$ cat src/rtl/tdc_pkg.sv
// Shared types and default sizes for the TDC shot sequencer and its encoder.
package tdc_pkg;

    localparam int unsigned TAPS        = 32;
    localparam int unsigned CNT_W       = $clog2(TAPS + 1);
    localparam int unsigned SHOT_W      = 8;
    localparam int unsigned SUM_W       = CNT_W + SHOT_W;
    localparam int unsigned PULSE_W_DEF = 2;
    localparam int unsigned SETTLE_DEF  = 3;

    typedef enum logic [2:0] {
        ST_IDLE    = 3'd0,
        ST_LAUNCH  = 3'd1,
        ST_SETTLE  = 3'd2,
        ST_LATCH   = 3'd3,
        ST_CAPTURE = 3'd4,
        ST_ACCUM   = 3'd5,
        ST_DONE    = 3'd6
    } tdc_state_e;

    typedef struct packed {
        logic [SUM_W-1:0] sum;
        logic [CNT_W-1:0] min_cnt;
        logic [CNT_W-1:0] max_cnt;
        logic             bubble;
        logic             ovf;
    } tdc_result_t;

    // Empty-result value: min starts at all-ones so the first shot always replaces it.
    localparam tdc_result_t RESULT_RST = '{sum: '0, min_cnt: '1, max_cnt: '0,
                                           bubble: 1'b0, ovf: 1'b0};

endpackage

$ cat src/rtl/tdc_therm_encode.sv
// Thermometer decoder: tap count, bubble detect and all-ones detect.
module tdc_therm_encode
    import tdc_pkg::*;
(
    input  logic [TAPS-1:0]  taps,
    output logic [CNT_W-1:0] count_c,
    output logic             bubble_c,
    output logic             ovf_c
);

    // Population count of the sampled taps.
    always_comb begin
        count_c = '0;
        for (int i = 0; i < TAPS; i++) begin
            count_c = count_c + CNT_W'(taps[i]);
        end
    end

    // A set tap above a clear tap breaks the thermometer code.
    assign bubble_c = |(taps[TAPS-1:1] & ~taps[TAPS-2:0]);
    assign ovf_c    = &taps;

endmodule

$ cat src/rtl/tdc_shot_sequencer.sv
// Launch/settle/latch/capture sequencer for the carry-chain TDC with per-measurement
// accumulation of tap counts and a valid/ready result port.
module tdc_shot_sequencer
    import tdc_pkg::*;
#(
    parameter int unsigned PULSE_W = PULSE_W_DEF,
    parameter int unsigned SETTLE  = SETTLE_DEF
) (
    input  logic              clk,
    input  logic              rst_n,
    input  logic              start,
    input  logic              abort,
    input  logic [SHOT_W-1:0] cfg_shots,
    output logic              busy,
    output logic              pulse,
    output logic              latch,
    input  logic [TAPS-1:0]   taps,
    output logic              res_valid,
    input  logic              res_ready,
    output logic [SUM_W-1:0]  res_sum,
    output logic [CNT_W-1:0]  res_min,
    output logic [CNT_W-1:0]  res_max,
    output logic              res_bubble,
    output logic              res_ovf
);

    localparam int unsigned CYC_MAX = (PULSE_W > SETTLE) ? PULSE_W : SETTLE;
    localparam int unsigned CYC_W   = (CYC_MAX > 1) ? $clog2(CYC_MAX) : 1;

    tdc_state_e        state_q, state_d;
    logic [CYC_W-1:0]  cyc_q, cyc_d;
    logic [SHOT_W-1:0] shots_q, shots_d;
    logic [TAPS-1:0]   taps_q, taps_d;
    tdc_result_t       acc_q, acc_d;
    tdc_result_t       res_q, res_d;
    tdc_result_t       acc_upd_c;
    logic              busy_q, busy_d;
    logic              pulse_q, pulse_d;
    logic              latch_q, latch_d;
    logic              valid_q, valid_d;

    logic [CNT_W-1:0]  enc_count_c;
    logic              enc_bubble_c;
    logic              enc_ovf_c;

    tdc_therm_encode u_encode (
        .taps     (taps_q),
        .count_c  (enc_count_c),
        .bubble_c (enc_bubble_c),
        .ovf_c    (enc_ovf_c)
    );

    // Running accumulator with the current shot folded in.
    always_comb begin
        acc_upd_c         = acc_q;
        acc_upd_c.sum     = acc_q.sum + SUM_W'(enc_count_c);
        acc_upd_c.min_cnt = (enc_count_c < acc_q.min_cnt) ? enc_count_c : acc_q.min_cnt;
        acc_upd_c.max_cnt = (enc_count_c > acc_q.max_cnt) ? enc_count_c : acc_q.max_cnt;
        acc_upd_c.bubble  = acc_q.bubble | enc_bubble_c;
        acc_upd_c.ovf     = acc_q.ovf | enc_ovf_c;
    end

    // Next-state, counters, accumulators and registered-output next values.
    always_comb begin
        state_d = state_q;
        cyc_d   = cyc_q;
        shots_d = shots_q;
        taps_d  = taps_q;
        acc_d   = acc_q;
        res_d   = res_q;

        unique case (state_q)
            ST_IDLE: begin
                if (start && !abort) begin
                    state_d = ST_LAUNCH;
                    cyc_d   = '0;
                    shots_d = (cfg_shots == '0) ? SHOT_W'(1) : cfg_shots;
                    acc_d   = RESULT_RST;
                end
            end
            ST_LAUNCH: begin
                if (cyc_q == CYC_W'(PULSE_W - 1)) begin
                    state_d = ST_SETTLE;
                    cyc_d   = '0;
                end else begin
                    cyc_d = cyc_q + CYC_W'(1);
                end
            end
            ST_SETTLE: begin
                if (cyc_q == CYC_W'(SETTLE - 1)) begin
                    state_d = ST_LATCH;
                    cyc_d   = '0;
                end else begin
                    cyc_d = cyc_q + CYC_W'(1);
                end
            end
            ST_LATCH: begin
                state_d = ST_CAPTURE;
            end
            ST_CAPTURE: begin
                taps_d  = taps;
                state_d = ST_ACCUM;
            end
            ST_ACCUM: begin
                acc_d   = acc_upd_c;
                shots_d = shots_q - SHOT_W'(1);
                if (shots_q == SHOT_W'(1)) begin
                    state_d = ST_DONE;
                    res_d   = acc_upd_c;
                end else begin
                    state_d = ST_LAUNCH;
                    cyc_d   = '0;
                end
            end
            ST_DONE: begin
                if (res_ready) begin
                    state_d = ST_IDLE;
                end
            end
            default: begin
                state_d = ST_IDLE;
            end
        endcase

        // Abort cancels any measurement in flight; its partial result is never published.
        if (abort && (state_q != ST_IDLE)) begin
            state_d = ST_IDLE;
        end

        busy_d  = (state_d != ST_IDLE);
        pulse_d = (state_d == ST_LAUNCH);
        latch_d = (state_d == ST_LATCH);
        valid_d = (state_d == ST_DONE);
    end

    // State, datapath and output registers.
    always_ff @(posedge clk or negedge rst_n) begin
        if (!rst_n) begin
            state_q <= ST_IDLE;
            cyc_q   <= '0;
            shots_q <= '0;
            taps_q  <= '0;
            acc_q   <= RESULT_RST;
            res_q   <= RESULT_RST;
            busy_q  <= 1'b0;
            pulse_q <= 1'b0;
            latch_q <= 1'b0;
            valid_q <= 1'b0;
        end else begin
            state_q <= state_d;
            cyc_q   <= cyc_d;
            shots_q <= shots_d;
            taps_q  <= taps_d;
            acc_q   <= acc_d;
            res_q   <= res_d;
            busy_q  <= busy_d;
            pulse_q <= pulse_d;
            latch_q <= latch_d;
            valid_q <= valid_d;
        end
    end

    assign busy       = busy_q;
    assign pulse      = pulse_q;
    assign latch      = latch_q;
    assign res_valid  = valid_q;
    assign res_sum    = res_q.sum;
    assign res_min    = res_q.min_cnt;
    assign res_max    = res_q.max_cnt;
    assign res_bubble = res_q.bubble;
    assign res_ovf    = res_q.ovf;

endmodule

$ cat config.mk
export PLATFORM = sky130hd
export DESIGN_NAME = tdc_shot_sequencer
export DESIGN_NICKNAME = d
export VERILOG_FILES = /design/src/rtl/tdc_pkg.sv /design/src/rtl/tdc_therm_encode.sv /design/src/rtl/tdc_shot_sequencer.sv
export SDC_FILE = /design/constraint.sdc
export NUM_CORES = 1
export LEC_CHECK = 0
export CAP_MARGIN = 20
export CORE_MARGIN = 3
export CORE_UTILIZATION = 61
export CTS_CLUSTER_SIZE = 28
export DETAILED_ROUTE_END_ITERATION = 7
export PLACE_DENSITY = 0.88
export SETUP_SLACK_MARGIN = 0.05
export SYNTH_ARGS = -nofsm -noshare
export SYNTH_HDL_FRONTEND = slang
export SYNTH_SLANG_ARGS = --single-unit
$ cat constraint.sdc
create_clock -name clk -period 12.7 [get_ports clk]
set_input_delay 3.175 -clock clk [delete_from_list [all_inputs] [get_ports clk]]
set_output_delay 3.175 -clock clk [all_outputs]
set_load 0.05 [all_outputs]
==> results.ini, run 1 <==
[sta]
tightestPinTransition_ns=1.02
slew_violations=0
skew_ns=0.0166
fmax_mhz=139
setup_tns_ns=0
max_slew_margin=0.316
finalCriticalPeriod_ns=7.17
rsz0062_at_grt=no
hold_viol_final=0
period_share=0.565
final-setup-viol-count=0
worst_slack_ns=5.53

[detailed_routing]
final_antenna_net_count=0
first_pass_iters=4
vias=4772
avgRoutedWirePerCell_um=17.0
routed_wl_mm=13.5
drc=0
vias_per_cell=5.99
drt-initial-drc-count=242

[global_routing]
antenna_found_initial=0
grt_usage=0.250
first_global_vias=4879
grt-ovfl-total=0
grt_max_degree=57
grt_pass1_wl_mm=22.6

[yosys]
syn_avg_cell_area_sq_um=10.3
synth_top_area_cell=dfrtp_1
postSynthCellCount=595
synth_ff_type=dfrtp_1
yosysSeqAreaShare=0.431
synth_seq_cells=105
synth_top_area_share=0.380
synth_edf_count=0
syn-cell-area_sq_mm=0.00613
synth_area_leaders=dfrtp_1, fa_1, ha_1
synthesis.nets=693
synth_cell_types=68
yosys_warnings=0
async_flop_share=1.00

[worst_setup_path]
crit_path_max_incr_delay_ns=0.53
path_class=register to register
r2r_cells=22
critPathCaptureType=register
cp.required_ns=13.03
start_kind=register
reg2reg_from=taps_q[1]$_DFFE_PN0N_
arrival_ns=7.50
crit_slowest_cell=fa_1
cp_max_fo=10
ff2ff_setup_slack_ns=5.53
r2r-end=acc_q[5]$_DFFE_PN0P_
crit_top_cell=fa_1
crit_path_cell_trace=ha_1, inv_1, fa_1, inv_1, fa_1, fa_1, fa_1, fa_1, inv_1, fa_1, fa_1, fa_1, nor2b_1, o21a_1, or3_1, and2_1, ha_1, a21oi_1, a21boi_0, o32a_1, o21ai_1, a22o_1

[place]
gp_congestion=0.900
port-buffer-count=76
post-place-ws_ns=5.26
hpwl_mm=10.2

[floorplanning]
dieArea_sq_mm=0.0113
die_w_um=106
initial_utilization=0.645
fp-row-count=35
die_h_um=106
boundaryPins=77
core_sq_mm=0.00950

[clock_tree]
clkTransAtPathRegs_ns=0.11
ctsHoldBuffers=0
cts-root-buf=clkbuf_8
cts_made_buffers=9
clk-insertion-delay-late_ns=0.39
cts-resized-gates=0
cts_setup_buffers=0
cts_tree=yes
cts.path.max_buffers=2
cts_sinks=105
cts_max_level=3

[worst_hold_path]
hp-class=register to register
hold_depth=2
worstHoldStart=res_sum[3]$_DFFE_PN0P_
min_to=res_sum[3]$_DFFE_PN0P_

[finish]
area_delta_synth_final_pct=16.8
antenna_cells=0
layout-drive-gt1-share=0.115
layout.nets=761

[status]
outcome=finished clean

[flow_run]
drv_cap=0

synthesized netlist by cell type, types with 10 or more instances:
cell       n
a21oi_1   28
a22o_1    15
clkbuf_1  10
dfrtp_1   93
dfstp_2   12
fa_1      25
ha_1      28
inv_1     52
mux2_2    25
nand2_1   63
nand3_1   11
nand4_1   12
nor2_1    27
o21ai_0   53
flip-flops by register name, indices dropped and copies added, names as in the netlist:
name        cells
acc_q          28
busy            1
cyc_q           2
latch           1
pulse           1
res_bubble      1
res_max         6
res_min         6
res_ovf         1
res_sum        14
res_valid       1
shots_q         8
state_q         3
taps_q         32
how the worst max path moves through the flow:
stage,startpoint,to,cells past startpoint
6_report,taps_q[1]$_DFFE_PN0N_,acc_q[5]$_DFFE_PN0P_,22
5_1_grt,taps_q[1]$_DFFE_PN0N_,acc_q[25]$_DFFE_PN0P_,22
4_1_cts,taps_q[1]$_DFFE_PN0N_,acc_q[10]$_DFFE_PN1P_,21
3_5_place_dp,taps_q[1]$_DFFE_PN0N_,acc_q[10]$_DFFE_PN1P_,21
3_3_place_gp,taps_q[1]$_DFFE_PN0N_,acc_q[10]$_DFFE_PN1P_,21
2_1_floorplan,taps_q[1]$_DFFE_PN0N_,acc_q[2]$_DFFE_PN0P_,24
kinds of logic (layout without fill, tap and decap cells):
family,Yosys count,in the layout,share of synthesized area
AND/OR/NAND/NOR,165,165,0.138
AO/OA/AOI/OAI,151,151,0.161
flip-flops,105,105,0.431
buffers and inverters,74,147,0.0520
adder cells (fa/ha/maj),53,53,0.139
multiplexers,33,33,0.0590
XOR/XNOR,14,14,0.0200
area by class of cell:
class	instances	area [sq um]
clock buffer	9	124
clock inverter	7	81.3
fill	668	2340
inverter	52	195
multi-input combinational	416	3170
sequential	105	2640
tap	129	161
timing repair buffer	79	781
critical path: cells and delay by family, from the launching register on:
kind                     cells  cell delay [ns]
AO/OA/AOI/OAI                6             1.63
adder cells (fa/ha/maj)     10             4.34
AND/OR/NAND/NOR              3             0.55
flip-flops                   1             0.42
buffers and inverters        3             0.14
stage by stage:
stage                util  hold slack (ns)  cell area, sq um  cells
floorplan               -            0.456              6130    595
global placement    0.732            0.461              6950    781
detailed placement  0.732            0.469              6950    781
CTS                 0.753            0.496              7160    797
global route        0.753            0.526              7160    797
finish              0.753            0.486              7160    797
layout by cell type (no fill, tap or decap), types with 8 or more instances in the layout:
master           netlist  final
nand4_1               12     12
fa_1                  25     25
inv_1                 52     52
mux2_2                25     25
clkbuf_8               3      9
nor2b_1                9      9
mux2i_1                8      8
ha_1                  28     28
nand3_1               11     11
nand2_1               63     63
a22o_1                15     15
xnor2_1                9      9
o21ai_0               53     52
dfstp_2               12     12
clkdlybuf4s50_1        0     75
a21oi_1               28     28
nor2_1                27     27
dfrtp_1               93     93
layer usage:
metal  vias to the layer above  GRT usage  part of all wire
met4                         0     0.0934             0.024
met2                       163      0.434              0.51
met3                        31     0.0352             0.047
met5                         -          0                 0
li1                       2221          -                 -
met1                      2357      0.319              0.42
Power of run 1 is left out: the tool's default activity adds up to more than one toggle a clock period on the data nets, which glitch-free logic cannot reach.
==> run 2, diff against run 1 <==
Settings changed: CORE_UTILIZATION 61 to 51, PLACE_DENSITY 0.88 to 0.78.
Clock period 12.7 ns to 6.55 ns, I/O delays scaled along.
==> run 2 against run 1 <==
  * Final area increased by 6.8%
  * Via count decreased by 0.69%
  * Critical endpoint is now acc_q[23]$_DFFE_PN0P_
  * Largest cell class unchanged
  * First-iteration DRC count grew 7.9%
  * Setup slack got worse by 5.4 ns
  * Hold slack got worse by 0.0038 ns
==> results.ini, run 2 (synthesis gave the netlist of run 1 again) <==
[sta]
fmax_mhz=155  ; +11%
hold_viol_final=0  ; unchanged
setup_tns_ns=0  ; unchanged
worst_slack_ns=0.0880  ; -5.44 ns
finalCriticalPeriod_ns=6.46  ; -0.711 ns
tightestPinTransition_ns=0.899  ; -0.124 ns
rsz0062_at_grt=yes
final-setup-viol-count=0  ; unchanged
skew_ns=0.00662  ; -0.0100 ns
max_slew_margin=0.400  ; +0.0837
period_share=0.987  ; +0.422
slew_violations=0  ; unchanged

[finish]
largest_reg_flops=32  ; unchanged
area_delta_synth_final_pct=24.7
layout-drive-gt1-share=0.192  ; +0.0763
final_common_cell=dfrtp_1
final-instance-count-excl-fill=832  ; +4.4%
largest-register=taps_q
antenna_cells=0  ; unchanged
layout.nets=783  ; +2.9%
final_cell_mix=dfrtp_1, clkdlybuf4s50_1, nand2_1
stdcell_area_sq_mm=0.00765  ; +6.8%

[global_routing]
use_met2=0.380  ; -0.0548
met1_usage=0.283  ; -0.0362
grt-busiest-layer=met2
gr-usage-met3=0.0355  ; +0.000294
grt-ovfl-total=0  ; unchanged
grt_usage=0.221  ; -0.0290
grt_pass1_wl_mm=23.2  ; +2.6%
antenna_found_initial=0  ; unchanged
first_global_vias=4824  ; -1.1%
grt_max_degree=54  ; -5.3%

[detailed_routing]
drt-initial-drc-count=261  ; +7.9%
avgRoutedWirePerCell_um=17.0  ; -0.13%
drc=0  ; unchanged
vias=4739  ; -0.69%
vias_per_cell=5.70  ; -4.9%
first_pass_iters=4  ; unchanged
final_antenna_net_count=0  ; unchanged
routed_wl_mm=14.1  ; +4.3%

[floorplanning]
boundaryPins=77  ; unchanged
die_w_um=116  ; +8.8%
core_sq_mm=0.0116  ; +22%
die_h_um=116  ; +8.8%
fp-row-count=39  ; +11%
initial_utilization=0.530  ; -0.115
dieArea_sq_mm=0.0134  ; +18%

[worst_setup_path]
cp.required_ns=6.79  ; -6.24 ns
cp_max_fo=6  ; -4
critPathCaptureType=register
path_class=register to register
crit_slowest_cell=fa_2
start_kind=register
crit_path_max_incr_delay_ns=0.54  ; about the same
crit_top_cell=fa_2
arrival_ns=6.70  ; -0.80 ns
crit_path_cell_trace=ha_1, inv_1, fa_1, inv_2, fa_2, fa_2, fa_2, fa_1, inv_1, fa_1, fa_2, fa_2, nor2b_2, o21a_1, o21ai_1, and2_4, ha_4, nand2_1, o311ai_1, buf_4, and3_4, o21ai_0, a22o_1

[clock_tree]
cts_max_level=3  ; unchanged
cts_sinks=105  ; unchanged
clkTransAtPathRegs_ns=0.07  ; -0.04 ns
cts_made_buffers=9  ; unchanged
cts.path.max_buffers=2  ; unchanged
cts-root-buf=clkbuf_16
clk-insertion-delay-late_ns=0.35  ; -0.04 ns
cts_tree=yes

[place]
gp_congestion=0.934  ; +3.8%
dp.cells=812  ; +4.0%
dpl_cell_area_sq_mm=0.00711  ; +2.2%
post-place-ws_ns=-0.207  ; -5.47 ns
port-buffer-count=76  ; unchanged
hpwl_mm=10.4  ; +1.6%

[status]
outcome=finished clean

[worst_hold_path]
hp-class=register to register

[flow_run]
drv_cap=0  ; unchanged

## run 2: through the flow
step | hold WS (ns) | utilization
after floorplan | 0.456 | -
after global placement | 0.460 | 0.614
after detailed placement | 0.470 | 0.614
after CTS | 0.487 | 0.652
after global routing | 0.508 | 0.661
final | 0.483 | 0.661
## run 2: critical path, delay by kind of cell (launching register included)
kind / cells / cell delay (ns)
buffers and inverters: 4 / 0.34
and+or+nand+nor: 4 / 0.62
adders and majority gates: 10 / 4.12
DFF: 1 / 0.38
AOI/OAI and AO/OA: 5 / 0.87
## run 2: path summary, 6_finish.rpt
kind / startpoint / end / slack, ns / cells after the start
setup / recovery: taps_q[1]$_DFFE_PN0N_ / acc_q[23]$_DFFE_PN0P_ / 0.09 / 23
hold / removal: res_sum[0]$_DFFE_PN0P_ / res_sum[0]$_DFFE_PN0P_ / 0.48 / 2
setup reg to reg: taps_q[1]$_DFFE_PN0N_ / acc_q[23]$_DFFE_PN0P_ / 0.09 / 23
min in group asynchronous: rst_n / acc_q[26]$_DFFE_PN0P_ / 1.30 / 1
hold reg to reg: res_sum[0]$_DFFE_PN0P_ / res_sum[0]$_DFFE_PN0P_ / 0.48 / 2
max in group asynchronous: rst_n / taps_q[25]$_DFFE_PN0N_ / 4.14 / 2
## run 2: layout make-up
type / instances / area (sq um)
well taps: 143 / 179
clock inverters: 5 / 81.3
flip-flops and latches: 105 / 2640
multi-input cells: 416 / 3360
repair buffers: 101 / 957
fillers: 930 / 3920
clock buffers: 10 / 229
inverters: 52 / 195
## run 2: timing repair
item	CTS	global route
resized for setup	18	33
hold endpoints to repair	0	0
buffers inserted	5	1
pin swaps	13	18
hold buffers	0	0
setup endpoints to repair	27	44
## run 2: routing by layer
layer  wire length (um)  share of wire
met1               6150           0.44
met2               7010           0.50
met3                605          0.043
met4                336          0.024
met5                  0              0
Power of run 2 is left out for the same reason.
==> run 3, diff against run 2 <==
Settings changed: CORE_UTILIZATION 51 to 31, PLACE_DENSITY 0.78 to 0.52, SYNTH_HIERARCHICAL set to 1.
==> run 3 against run 2 <==
  * Non-clock buffer count down 6
  * Setup slack gained 0.23 ns
  * Cell count increased by 14%
  * Die area is 63% higher
  * Clock-buffer cell count fell by 1
  * Core utilization is 27 points lower
  * Synthesized cell count fell by 0.50%
  * Sequential share of layout area shrank 0.18 points
  * Final area grew 0.52%
==> results.ini, run 3 <==
[sta]
slew_violations=0  ; unchanged
finalCriticalPeriod_ns=6.23  ; -0.230 ns
max_slew_margin=0.360  ; -0.0401
hold_viol_final=0  ; unchanged
whs_ns=0.472  ; -0.0107 ns
period_share=0.951  ; -0.0351
skew_ns=0.00961  ; +0.00299 ns
rsz0062_at_grt=yes
tightestPinTransition_ns=0.960  ; +0.0612 ns
setup_tns_ns=0  ; unchanged
final-setup-viol-count=0  ; unchanged
fmax_mhz=160  ; +3.7%

[worst_setup_path]
crit_path_cell_trace=inv_1, fa_1, inv_1, fa_1, fa_1, fa_1, fa_1, inv_1, fa_1, inv_1, ha_1, inv_1, fa_1, inv_1, a21o_1, a21oi_1, xnor2_2, buf_4, ha_1, o21a_1, o31a_1, o21ai_1, or4_1, nand3_1
cp.required_ns=6.84  ; +0.05 ns
critPathCaptureType=register
arrival_ns=6.52  ; -0.18 ns
crit_slowest_cell=fa_1
start_kind=register
crit_path_max_incr_delay_ns=0.54  ; about the same
crit_top_cell=fa_1
cp_max_fo=5  ; -1
path_class=register to register

[clock_tree]
cts-root-buf=clkbuf_16
cts_max_level=3  ; unchanged
clk-insertion-delay-late_ns=0.35  ; about the same
cts_made_buffers=9  ; unchanged
cts_tree=yes
cts.path.max_buffers=2  ; unchanged
cts_sinks=105  ; unchanged
ctsHoldBuffers=0  ; unchanged
clkTransAtPathRegs_ns=0.07  ; about the same

[floorplanning]
fp-row-count=51  ; +31%
core_sq_mm=0.0196  ; +69%
dieArea_sq_mm=0.0218  ; +63%
die_h_um=148  ; +28%
die_w_um=148  ; +28%
initial_utilization=0.317  ; -0.213
boundaryPins=77  ; unchanged

[place]
dpl_cell_area_sq_mm=0.00724  ; +1.9%
hpwl_mm=11.0  ; +5.7%
port-buffer-count=76  ; unchanged
gp_congestion=0.845  ; -9.5%

[global_routing]
first_global_vias=4750  ; -1.5%
grt-ovfl-total=0  ; unchanged
grt_pass1_wl_mm=24.5  ; +5.8%
grt_max_degree=76  ; +41%
antenna_found_initial=0  ; unchanged
grt_usage=0.140  ; -0.0817

[finish]
area_delta_synth_final_pct=23.7
largest_reg_flops=32  ; unchanged
antenna_cells=0  ; unchanged
layout.nets=775  ; -1.0%
final_cell_mix=dfrtp_1, clkdlybuf4s50_1, nand2_1
stdcell_area_sq_mm=0.00769  ; +0.52%
layout-drive-gt1-share=0.160  ; -0.0320
final_common_cell=dfrtp_1
largest-register=taps_q

[detailed_routing]
drt-initial-drc-count=274  ; +5.0%
first_pass_iters=4  ; unchanged
routed_wl_mm=14.9  ; +5.4%
drc=0  ; unchanged
final_antenna_net_count=0  ; unchanged
vias_per_cell=4.87  ; -14%
avgRoutedWirePerCell_um=15.7  ; -7.5%
vias=4621  ; -2.5%

[worst_hold_path]
hp-class=register to register

[flow_run]
drv_cap=0  ; unchanged

[yosys]
yosysSeqAreaShare=0.425  ; -0.00590
syn_avg_cell_area_sq_um=10.5  ; +1.9%
synth_top_area_cell=dfrtp_1
postSynthCellCount=592  ; -0.50%
synthesis.nets=689  ; -0.58%
synthTopCellsByCount=dfrtp_1, nand2_1, inv_1
syn-cell-area_sq_mm=0.00622  ; +1.4%
synth_most_common_cell=dfrtp_1
synth_cell_types=73  ; +7.4%
synth_edf_count=0  ; unchanged
synth_seq_cells=105  ; unchanged
synth_top_area_share=0.374  ; -0.00520
async_flop_share=1.00  ; unchanged
synth_area_leaders=dfrtp_1, fa_1, ha_1
yosys_warnings=6  ; +6
synth_ff_type=dfrtp_1

[status]
outcome=finished clean

[run 3: per-layer routing]
layer	global-route usage	share of wire	vias to the layer above
met3	0.0205	0.041	7
met5	0	0	-
met2	0.229	0.48	77
met1	0.193	0.47	2287
li1	-	-	2250
met4	0.0419	0.0077	0
[run 3: final timing paths]
kind,start,endpoint,slack [ns],cells after the start
setup / recovery,taps_q[0]$_DFFE_PN0N_,acc_q[26]$_DFFE_PN0P_,0.32,24
setup reg to reg,taps_q[0]$_DFFE_PN0N_,acc_q[26]$_DFFE_PN0P_,0.32,24
hold / removal,res_bubble$_DFFE_PN0P_,res_bubble$_DFFE_PN0P_,0.47,2
hold reg to reg,res_bubble$_DFFE_PN0P_,res_bubble$_DFFE_PN0P_,0.47,2
max in group asynchronous,rst_n,taps_q[7]$_DFFE_PN0N_,4.13,2
min in group asynchronous,rst_n,shots_q[4]$_DFFE_PN0P_,1.43,1
[run 3: cell families after synthesis]
logic type	count (synthesis)	synth area share
adders and majority gates	52	0.135
muxes	46	0.0805
and+or+nand+nor	157	0.130
DFF	105	0.425
buffers and inverters	77	0.0541
AOI/OAI and AO/OA	143	0.159
xor gates and xnor gates	12	0.0169
[run 3: what timing repair did]
item                       4_1_cts  5_1_grt
setup endpoints to repair       18       37
gates resized for setup          1        8
setup buffers                    0       12
hold endpoints to repair         0        0
pin swaps                        0        6
[run 3: critical path: cells and delay by family, from the launching register on]
family / cells / cell delay, ns
AO/OA/AOI/OAI: 5 / 0.77
XOR/XNOR: 1 / 0.16
adder cells (fa/ha/maj): 9 / 3.83
buffers and inverters: 7 / 0.51
flip-flops: 1 / 0.38
AND/OR/NAND/NOR: 2 / 0.53
[run 3: final cells by class]
cell class / instances / area (sq um)
repair buffers: 95 / 913
fillers: 1957 / 11900
inverters: 57 / 214
flip-flops and latches: 105 / 2640
well taps: 265 / 332
clock buffers: 9 / 225
clock inverters: 7 / 73.8
multi-input cells: 410 / 3290
[run 3: per-stage QoR]
stage / setup slack [ns] / utilization / cells
floorplan: 0.517 / - / 592
global placement: 0.0935 / 0.370 / 920
detailed placement: 0.0187 / 0.370 / 920
CTS: 0.123 / 0.385 / 936
global route: 0.0389 / 0.392 / 948
finish: 0.318 / 0.392 / 948
Power of run 3 is left out for the same reason.
==> variant (config.mk and constraints of run 2) <==
Put a register stage on the output `res_ovf`, with the module's reset. The value now appears one clock later. The other outputs are not delayed to match.
--- a/src/rtl/tdc_shot_sequencer.sv
+++ b/src/rtl/tdc_shot_sequencer.sv
@@ -169,5 +169,11 @@
     assign res_max    = res_q.max_cnt;
     assign res_bubble = res_q.bubble;
-    assign res_ovf    = res_q.ovf;
+    always_ff @(posedge clk or negedge rst_n) begin
+        if (!rst_n) begin
+            res_ovf <= '0;
+        end else begin
+            res_ovf <= res_q.ovf;
+        end
+    end
 
 endmodule
Formal check against the unedited RTL: not equivalent (a bounded check fails within 10 cycles, from zero or initial values and one cycle with rst_n low).
==> variant against run 2 <==
Clock skew up 0.0060 ns. Final cell count up 1.8%. Critical path depth down 1. Design area up 2.7%. Via count up 5.9%. Area after synthesis up 2.5%. Non-clock buffer count up 10. Wire length up 5.8%. Core utilization up 0.93 points. Worst setup slack worse by 0.068 ns. Sequential cell count up 1. Critical path type unchanged. Largest cell class unchanged. Highest routed layer unchanged.
Power is not shown: default switching activity piles up to over one toggle a cycle in this logic, so the estimate is an artifact.
==> variant: results (changes against run 2) <==
Critical Path Slowest Stage Cell fa_1; GRT Total Usage 21.9% (-0.26 points); FILL cells 871 (-6.3%); maximum number of pins on one net before global-route repair 74 (+37%); Hold Crit Start res_q[0]; clk_skew 0.0126 ns (+0.00599 ns); syn nets 720 (+3.9%); Final Wtd Congestion 0.887 (-5.1%); nets@finish 797 (+1.8%); drt pass-1 iters 5 (+1); commonest cells in the netlist dfrtp_1 (94), nand2_1 (66), o21ai_0 (63); worst-margin pin slew 1.10 ns (+0.205 ns); Worst Path Max Fanout 6 (unchanged); synth unique cells 67 (-1.5%); Area contributors post-synth dfrtp_1 (37%), fa_1 (8.0%), ha_1 (5.6%), dfstp_2 (5.0%), o21ai_0 (5.0%); sequential area share after synthesis 42.5% (-0.65 points); number of global-route vias before repair 4750 (-1.5%); wire length per cell 17.6 um (+3.9%); slowest stage delay, CP 0.56 ns (+0.02 ns); outcome finished clean; max reg flops 32 (unchanged); Initial DRC Count 340 (+30%); Cell Area, Placed 0.00712 mm2 (+0.16%); first-pass GRT wire length 23400 um (+0.86%); dpl hpwl 10400 um (+0.19%); detailed-route via count 5018 (+5.9%); share of cells above drive strength 1 21.3% (+2.1 points)
-- variant: kinds of logic (layout without fill, tap and decap cells) --
group | after synthesis | count (layout) | share of synthesized area, %
adders and majority gates | 53 | 53 | 13.5
muxes | 33 | 33 | 5.75
DFF | 106 | 106 | 42.5
xor gates and xnor gates | 13 | 13 | 1.81
buffers and inverters | 100 | 182 | 7.77
and+or+nand+nor | 161 | 161 | 12.7
AOI/OAI and AO/OA | 156 | 156 | 16.0
-- variant: layout make-up --
cell class	instances	area (um2)	share of cell area, %
multi-input cells	416	3470	44.1
clock buffers	12	246	3.14
inverters	55	206	2.63
flip-flops and latches	106	2670	34.0
clock inverters	4	51.3	0.653
repair buffers	111	1040	13.2
well taps	143	179	2.28
-- variant: path summary, 6_finish.rpt --
check                                   to  slack (ns)  cells past startpoint
worst max register to register    acc_q[6]        0.02                     22
worst max-delay path              acc_q[6]        0.02                     22
max in group asynchronous       res_min[2]        4.12                      2
worst min-delay path               res_ovf        0.43                      0
worst min register to register     res_ovf        0.43                      0
min in group asynchronous        acc_q[27]        1.40                      1
-- variant: stage by stage --
stage,hold slack [ns],std cells,worst slack (ns)
after global routing,0.441,847,-0.150
after global placement,0.404,817,0.00924
after detailed placement,0.405,817,-0.189
after CTS,0.426,839,0.0207
final,0.429,847,0.0199
after floorplan,0.354,622,0.0671
-- variant: layer usage --
metal  part of all wire, %  vias up  track usage (%)
met3                   5.1       32             3.24
met5                     0        -                0
met4                   2.6        0             8.94
met2                    50      189             35.3
met1                    42     2475             29.8
li1                      -     2322                -
-- variant: timing repair --
| item | CTS | global route |
|---|---|---|
| endpoints found under the setup margin | 39 | 44 |
| pin swaps | 25 | 30 |
| buffers inserted | 6 | 8 |
| gates resized for setup | 22 | 56 |
-- variant: critical path, delay by kind of cell (launching register included) --
kind            cells  cell delay (ns)
simple gates        3             0.45
compound gates      6             1.29
flops               1             0.40
buf+inv             3             0.13
fa+ha+maj          10             4.17
